$ cat src/rtl/bcd_display_formatter_if.sv
// Handshake and result bus between the BCD formatter and its producer/consumer.
// master drives start/bin; slave (the formatter) drives busy/done/overflow/encoded.
interface bcd_display_formatter_if #(
  parameter int IN_WIDTH = 27,
  parameter int DIGITS   = 8
);
  logic                  start;
  logic [IN_WIDTH-1:0]   bin;
  logic                  busy;
  logic                  done;
  logic                  overflow;
  logic [4*DIGITS-1:0]   encoded;

  modport master (
    output start, bin,
    input  busy, done, overflow, encoded
  );

  modport slave (
    input  start, bin,
    output busy, done, overflow, encoded
  );
endinterface

$ cat src/rtl/bcd_display_formatter.sv
// Sequential double-dabble binary-to-BCD converter feeding the 8-digit display.
// Build option: define BCD_OVERFLOW_SAT_EN to saturate encoded to all nines on overflow.
module bcd_display_formatter #(
  parameter int IN_WIDTH = 27,
  parameter int DIGITS   = 8
) (
  input  logic                   clk,
  input  logic                   reset,
  bcd_display_formatter_if.slave bus
);

  // state | meaning
  // IDLE  | waiting for start; result registers hold last conversion
  // SHIFT | one add-3/shift step per cycle, IN_WIDTH cycles
  // DONE  | one-cycle done pulse, result registers just loaded
  localparam logic [1:0] IDLE  = 2'd0;
  localparam logic [1:0] SHIFT = 2'd1;
  localparam logic [1:0] DONE  = 2'd2;

  // One extra digit above the display width catches values >= 10^DIGITS.
  localparam int SW = 4 * (DIGITS + 1);
  localparam int CW = $clog2(IN_WIDTH + 1);

  logic [1:0]          r_state;
  logic [IN_WIDTH-1:0] r_shift;
  logic [SW-1:0]       r_scratch;
  logic [CW-1:0]       r_cnt;
  logic [4*DIGITS-1:0] r_encoded;
  logic                r_overflow;

  logic [SW-1:0]       w_adj;
  logic [SW-1:0]       w_scratch_next;
  logic                w_ovf_next;

  for (genvar d = 0; d < DIGITS + 1; d++) begin : g_adj
    assign w_adj[4*d +: 4] = (r_scratch[4*d +: 4] >= 4'd5) ? r_scratch[4*d +: 4] + 4'd3
                                                           : r_scratch[4*d +: 4];
  end

  assign w_scratch_next = (w_adj << 1) | {{(SW-1){1'b0}}, r_shift[IN_WIDTH-1]};
  assign w_ovf_next     = (w_scratch_next[SW-1 -: 4] != 4'd0);

  always_ff @(posedge clk) begin
    if (reset) begin
      r_state    <= IDLE;
      r_shift    <= '0;
      r_scratch  <= '0;
      r_cnt      <= '0;
      r_encoded  <= '0;
      r_overflow <= 1'b0;
    end else begin
      case (r_state)
        IDLE: begin
          if (bus.start) begin
            r_shift   <= bus.bin;
            r_scratch <= '0;
            r_cnt     <= CW'(IN_WIDTH);
            r_state   <= SHIFT;
          end
        end
        SHIFT: begin
          r_scratch <= w_scratch_next;
          r_shift   <= r_shift << 1;
          r_cnt     <= r_cnt - 1'b1;
          if (r_cnt == CW'(1)) begin
            r_state    <= DONE;
            r_overflow <= w_ovf_next;
`ifdef BCD_OVERFLOW_SAT_EN
            r_encoded  <= w_ovf_next ? {DIGITS{4'h9}} : w_scratch_next[4*DIGITS-1:0];
`else
            r_encoded  <= w_scratch_next[4*DIGITS-1:0];
`endif
          end
        end
        DONE:    r_state <= IDLE;
        default: r_state <= IDLE;
      endcase
    end
  end

  assign bus.busy     = (r_state == SHIFT);
  assign bus.done     = (r_state == DONE);
  assign bus.overflow = r_overflow;
  assign bus.encoded  = r_encoded;

endmodule

$ cat src/flat_wrapper.sv
// flat-port wrapper written by rule: the top's interface ports become plain ports
module bcd_display_formatter_flat 
#(
  parameter int IN_WIDTH = 27,
  parameter int DIGITS   = 8
)
  (clk, reset, bus_start, bus_bin, bus_busy, bus_done, bus_overflow, bus_encoded);
  bcd_display_formatter_if #(.IN_WIDTH(IN_WIDTH), .DIGITS(DIGITS)) bus_i ();
  input  logic clk;
  input  logic reset;
  input wire logic [$bits(bus_i.start)-1:0] bus_start;
  input wire logic [$bits(bus_i.bin)-1:0] bus_bin;
  output wire logic [$bits(bus_i.busy)-1:0] bus_busy;
  output wire logic [$bits(bus_i.done)-1:0] bus_done;
  output wire logic [$bits(bus_i.overflow)-1:0] bus_overflow;
  output wire logic [$bits(bus_i.encoded)-1:0] bus_encoded;
  assign bus_i.start = bus_start;
  assign bus_i.bin = bus_bin;
  assign bus_busy = bus_i.busy;
  assign bus_done = bus_i.done;
  assign bus_overflow = bus_i.overflow;
  assign bus_encoded = bus_i.encoded;
  bcd_display_formatter #(.IN_WIDTH(IN_WIDTH), .DIGITS(DIGITS)) u_core (.clk(clk), .reset(reset), .bus(bus_i));
endmodule
$ cat config.mk
export PLATFORM = sky130hd
export DESIGN_NAME = bcd_display_formatter_flat
export DESIGN_NICKNAME = d
export VERILOG_FILES = /design/src/rtl/bcd_display_formatter_if.sv /design/src/rtl/bcd_display_formatter.sv /design/src/flat_wrapper.sv
export SDC_FILE = /design/constraint.sdc
export NUM_CORES = 1
export LEC_CHECK = 0
export ABC_AREA = 1
export CAP_MARGIN = 0
export CORE_ASPECT_RATIO = 1.25
export CORE_MARGIN = 5
export CORE_UTILIZATION = 55
export CTS_CLUSTER_DIAMETER = 50
export DETAILED_ROUTE_END_ITERATION = 7
export PLACE_DENSITY_LB_ADDON = 0.2
export SLEW_MARGIN = 10
export SYNTH_ARGS = -nofsm -noshare
export SYNTH_HDL_FRONTEND = slang
export SYNTH_SLANG_ARGS = --single-unit
$ cat constraint.sdc
create_clock -name clk -period 1.8 [get_ports clk]
set_clock_uncertainty 0.05 [all_clocks]
set_input_delay 0.54 -clock clk [delete_from_list [all_inputs] [get_ports clk]]
set_output_delay 0.54 -clock clk [all_outputs]
set_load 0.005 [all_outputs]
; Word level (Yosys, flattened, before mapping)
; Index checks and enable logic that the tools add are counted.
; Widths: inputs -> output; s select.
[totals]
regBits = 103
in_bits = 30
[classes]
n_lt_le_gt_ge = 9
reduce_logical = 6
addsub = 10
eq_ne = 5
muxes = 18
n_bitwise = 1
[op_table]
columns = op, n
row1 = $pmux 36 s2, 1
row2 = $pmux 27 s2, 1
row3 = $ge 4x3->1 const B, 9
row4 = $mux 36, 1
row5 = $or 36x1->36, 1
row6 = $add 4x2->4 const B, 8
row7 = $mux 4, 8
row8 = $mux 27, 1
row9 = $pmux 5 s2, 1
row10 = $reduce_and 2->1, 3
row11 = $eq 5x1->1 const B, 1
row12 = $mux 5, 1
row13 = $sub 5x1->5 const B, 1
row14 = $mux 2, 2
row15 = $pmux 2 s2, 1
row16 = $reduce_bool 4->1, 1
row17 = $add 3x2->3 const B, 1
row18 = $mux 3, 1
row19 = $eq 2x1->1 const B, 1
row20 = $eq 2x2->1 const B, 1
row21 = $logic_not 2->1, 1
row22 = $ne 2x1->1 const B, 1
row23 = $ne 2x2->1 const B, 1
row24 = $reduce_bool 2->1, 1

; Logic depth before layout (Yosys ltp)
[depth]
word_depth = 4
mapped_depth = 11
depth_no_buf = 10

; Worst setup path before layout
; OpenSTA, ideal clock, no wires.
[synth_path]
kind = input -> register
startpoint = input reset
endpoint = register u_core.r_encoded[10], in the netlist u_core.bus.encoded[10]
arrival_ps = 1265
setup_time_ps = 64
stages = 5
path_buffers = 2
required_time_ps = 1686
setup_slack_ps = 421
path_cell_list = inv_1 -> clkbuf_1 -> clkbuf_1 -> o21ai_0 -> nor2_1
[synth_rtl]
columns = element, line_no
row1 = start: declaration, flat_wrapper.sv:10  ; input logic reset;
row2 = end signal: assignment, bcd_display_formatter.sv:71  ; r_encoded <= w_scratch_next[4*DIGITS-1:0];
row3 = end: declaration, bcd_display_formatter.sv:28  ; logic [4*DIGITS-1:0] r_encoded;

; Final worst setup path
[layout_path]
startpoint = register u_core.r_state[1]
endpoint = output bus_busy
[layout_via]
elab_chain_cells = 1
[layout_lines]
columns = element, line_no
row1 = start: declaration, bcd_display_formatter.sv:24  ; logic [1:0] r_state;
row2 = start signal: assignment, bcd_display_formatter.sv:45  ; r_state <= IDLE;
row3 = start signal: assignment, bcd_display_formatter.sv:58  ; r_state <= SHIFT;
row4 = start signal: assignment, bcd_display_formatter.sv:66  ; r_state <= DONE;
row5 = $eq 2x1->1, bcd_display_formatter.sv:81  ; assign bus.busy = (r_state == SHIFT);
row6 = end: declaration, flat_wrapper.sv:13  ; output wire logic [$bits(bus_i.busy)-1:0] bus_busy;
; Every way passes these cells.

==> qor.tcl <==
set qor(status) {finished clean}
set qor(worst-setup-path-type) {flop to primary output}
set qor(hold_class) {flop to flop}
set qor(layout_commonest_cell) {sky130_fd_sc_hd__nand2_1}
set qor(core.rowCount) 37
set qor(worstRegToRegCells) 10
set qor(multi_input_area_sq_um) 2200
set qor(final_net_count) 770
set qor(syn-cell-area_sq_um) 4710
set qor(syn_to_final_growth_pct) 22.7
set qor(p_leak_uw) 0.00251
set qor(whs_path_depth) 2
set qor(antenna_left) 0
set qor(startpoint_type) {flop}
set qor(power_density_nw_per_um2) 796
set qor(ctsLongestPathBuffers) 2
set qor(fillers) 701
set qor(floorplan.io_pins) 65
set qor(post-layout-total-power_uw) 4600
set qor(viasPerCell) 5.38
set qor(drive_above_1_share_pct) 8.97
set qor(max_clk_rate_mhz) 585
set qor(wirelength_mm) 11.4
set qor(cts.reportedPaths.clkPinSlew_ns) 0.10
set qor(die_area_sq_um) 10500
set qor(timing.hold.ws_ns) 0.433
set qor(synth.yosys.warnings) 0
set qor(max-cap-violations) 0
set qor(syn_area_per_cell_sq_um) 7.18
set qor(layout.area.seq_sq_um) 2090
set qor(worstSetupEndpointType) {primary output}
set qor(fp.dieW_um) 92.8
set qor(drcViolationCount) 0
set qor(timing.setup.tns_ns) 0
set qor(die_height_um) 113
set qor(inserted_clock_buffers) 9
set qor(rsz0062_at_grt) {true}
set qor(maxSlewHeadroom_pct) 79.3
set qor(most-common-layout-cells) {sky130_fd_sc_hd__nand2_1, sky130_fd_sc_hd__dfxtp_1, sky130_fd_sc_hd__inv_1}
set qor(largest_fanout_of_any_net_on_the_critical_path) 4
set qor(detailed_place_hpwl_mm) 7.56
set qor(cts_root_buffer) {sky130_fd_sc_hd__clkbuf_8}
set qor(pin_count_of_the_biggest_net_entering_global_routing) 42
set qor(final_core_util_pct) 69.8
set qor(detailedRoute.firstIterationViolations) 324
set qor(grt_overflow_total) 0
set qor(dr_total_vias) 4424
set qor(tritoncts) {built}
set qor(insertedDiodeCount) 0
set qor(clock_sink_count) 103
set qor(cts-htree-levels) 3
set qor(maxSlewViolCount) 0
set qor(first_pass_grt_wire_length_mm) 19.6
set qor(placement.io_buffers) 64
set qor(cp_data_arrival_time_ns) 1.12
set qor(irDropWorstVdd_uv) 465
set qor(hold_vio_cnt_final) 0
set qor(first_pass_iters) 7
set qor(starting_utilization_of_the_core_area_pct) 56.9
set qor(worst_slack_ns) 0.0901
set qor(final_setup_violation_count) 0
set qor(final_min_period_over_clock_period_pct) 95.0
set qor(grt_pass1_vias) 4367
set qor(worstMarginPinSlew_ns) 0.311
set qor(place.gp.congestion) 0.872
set qor(worst_ep_required_time_ns) 1.21
set qor(netlist-cell-type-count) 26
set qor(core_outline_area_sq_um) 8290
set qor(ys_seq_area_share_pct) 43.8
set qor(synth-seq-cells) 103
set qor(nets_in_the_synthesized_netlist) 706
set qor(regToRegSetupSlack_ns) 0.16
set qor(route.detailed.wl_per_inst_um) 13.9
set qor(grt_antenna_before_repair) 0
set qor(grt_util_all_layers_pct) 22.6
set qor(worst_skew_pair.late_latency_ns) 0.37
set qor(min_period_ns) 1.71
set qor(mapped_cells) 656
set qor(dp_slack_ns) -0.0839
state kept, by name (all words and copies together), names as in the netlist:
name / flops
u_core.r_scratch: 36
u_core.bus.encoded: 32
u_core.r_shift: 27
u_core.r_cnt: 5
u_core.r_state: 2
u_core.bus.overflow: 1
cell type report:
cell class / count / area share [%]
clock inverters: 5 / 1.47
flip-flops and latches: 103 / 36.1
clock buffers: 11 / 2.62
well taps: 97 / 2.10
repair buffers: 80 / 14.3
multi-input cells: 443 / 38.0
inverters: 83 / 5.39
path summary, 6_finish.rpt:
path,end,start
worst max-delay path,bus_busy,u_core.r_state[1]
worst min-delay path,u_core.r_shift[0],u_core.r_shift[0]
worst max register to register,u_core.bus.encoded[20],u_core.r_cnt[0]
worst min register to register,u_core.r_shift[0],u_core.r_shift[0]
kinds of logic after synthesis:
family / after synthesis / share of synthesized area, %
xor gates and xnor gates: 1 / 0.186
and+or+nand+nor: 254 / 21.5
DFF: 103 / 43.8
AOI/OAI and AO/OA: 168 / 19.5
adders and majority gates: 20 / 5.31
buffers and inverters: 110 / 9.77
power by group:
part	leakage [uW]	internal [uW]	total [uW]	switching, uW
sequential	0.000847	2370	2420	52.7
clock	0.000117	869	1660	793
combinational	0.00155	237	517	280
total	0.00251	3480	4600	1130
Yosys cell counts:
master | n | area [sq um]
sky130_fd_sc_hd__ha_1 | 20 | 250
sky130_fd_sc_hd__nor2_1 | 66 | 248
sky130_fd_sc_hd__nand2_1 | 158 | 593
sky130_fd_sc_hd__a31oi_1 | 10 | 62.6
sky130_fd_sc_hd__a221oi_1 | 1 | 8.76
sky130_fd_sc_hd__inv_2 | 3 | 11.3
sky130_fd_sc_hd__o21ai_1 | 19 | 95.1
sky130_fd_sc_hd__a21oi_1 | 38 | 190
sky130_fd_sc_hd__buf_2 | 14 | 70.1
sky130_fd_sc_hd__o21ai_0 | 69 | 345
sky130_fd_sc_hd__o22ai_1 | 12 | 75.1
sky130_fd_sc_hd__clkbuf_1 | 6 | 22.5
sky130_fd_sc_hd__nand2_2 | 3 | 18.8
sky130_fd_sc_hd__buf_4 | 6 | 45.0
sky130_fd_sc_hd__nor2_4 | 1 | 11.3
sky130_fd_sc_hd__buf_6 | 1 | 11.3
sky130_fd_sc_hd__nand3_1 | 19 | 95.1
sky130_fd_sc_hd__nor3_1 | 2 | 10.0
sky130_fd_sc_hd__nor2_2 | 2 | 12.5
sky130_fd_sc_hd__a22oi_1 | 16 | 120
sky130_fd_sc_hd__o21a_1 | 3 | 22.5
sky130_fd_sc_hd__inv_1 | 80 | 300
sky130_fd_sc_hd__nand4_1 | 2 | 12.5
sky130_fd_sc_hd__nand3_2 | 1 | 10.0
sky130_fd_sc_hd__xnor2_1 | 1 | 8.76
sky130_fd_sc_hd__dfxtp_1 | 103 | 2060
layer usage:
layer  track usage [%]  vias to the layer above  routed length (um)
met5                 0                        -                   0
met4              9.48                        0                 246
met3              3.63                       20                 582
met2              40.1                      132                5570
met1              26.8                     2016                5010
li1                  -                     2256                   -
critical path: stages, from the launching register on:
cell,delay [ns]
sky130_fd_sc_hd__dfxtp_1,0.32
sky130_fd_sc_hd__inv_2,0.08
sky130_fd_sc_hd__nand2_2,0.07
sky130_fd_sc_hd__inv_2,0.08
sky130_fd_sc_hd__clkdlybuf4s15_1,0.21
metrics by stage:
| stage | instance area (sq um) | instances |
|---|---|---|
| 2_1_floorplan | 4710 | 656 |
| 3_3_place_gp | 5530 | 805 |
| 3_5_place_dp | 5530 | 805 |
| 4_1_cts | 5750 | 821 |
| 5_1_grt | 5780 | 822 |
| 6_report | 5780 | 822 |
what timing repair did:
| item | 4_1_cts | 5_1_grt |
|---|---|---|
| gates cloned | 0 | 1 |
| hold buffers | 0 | 0 |
| resized for setup | 55 | 3 |
| pin swaps | 0 | 1 |
| setup endpoints to repair | 35 | 3 |
| hold endpoints to repair | 0 | 0 |
| buffers inserted | 0 | 0 |
Note: power is estimated with default switching activity, not from simulation.
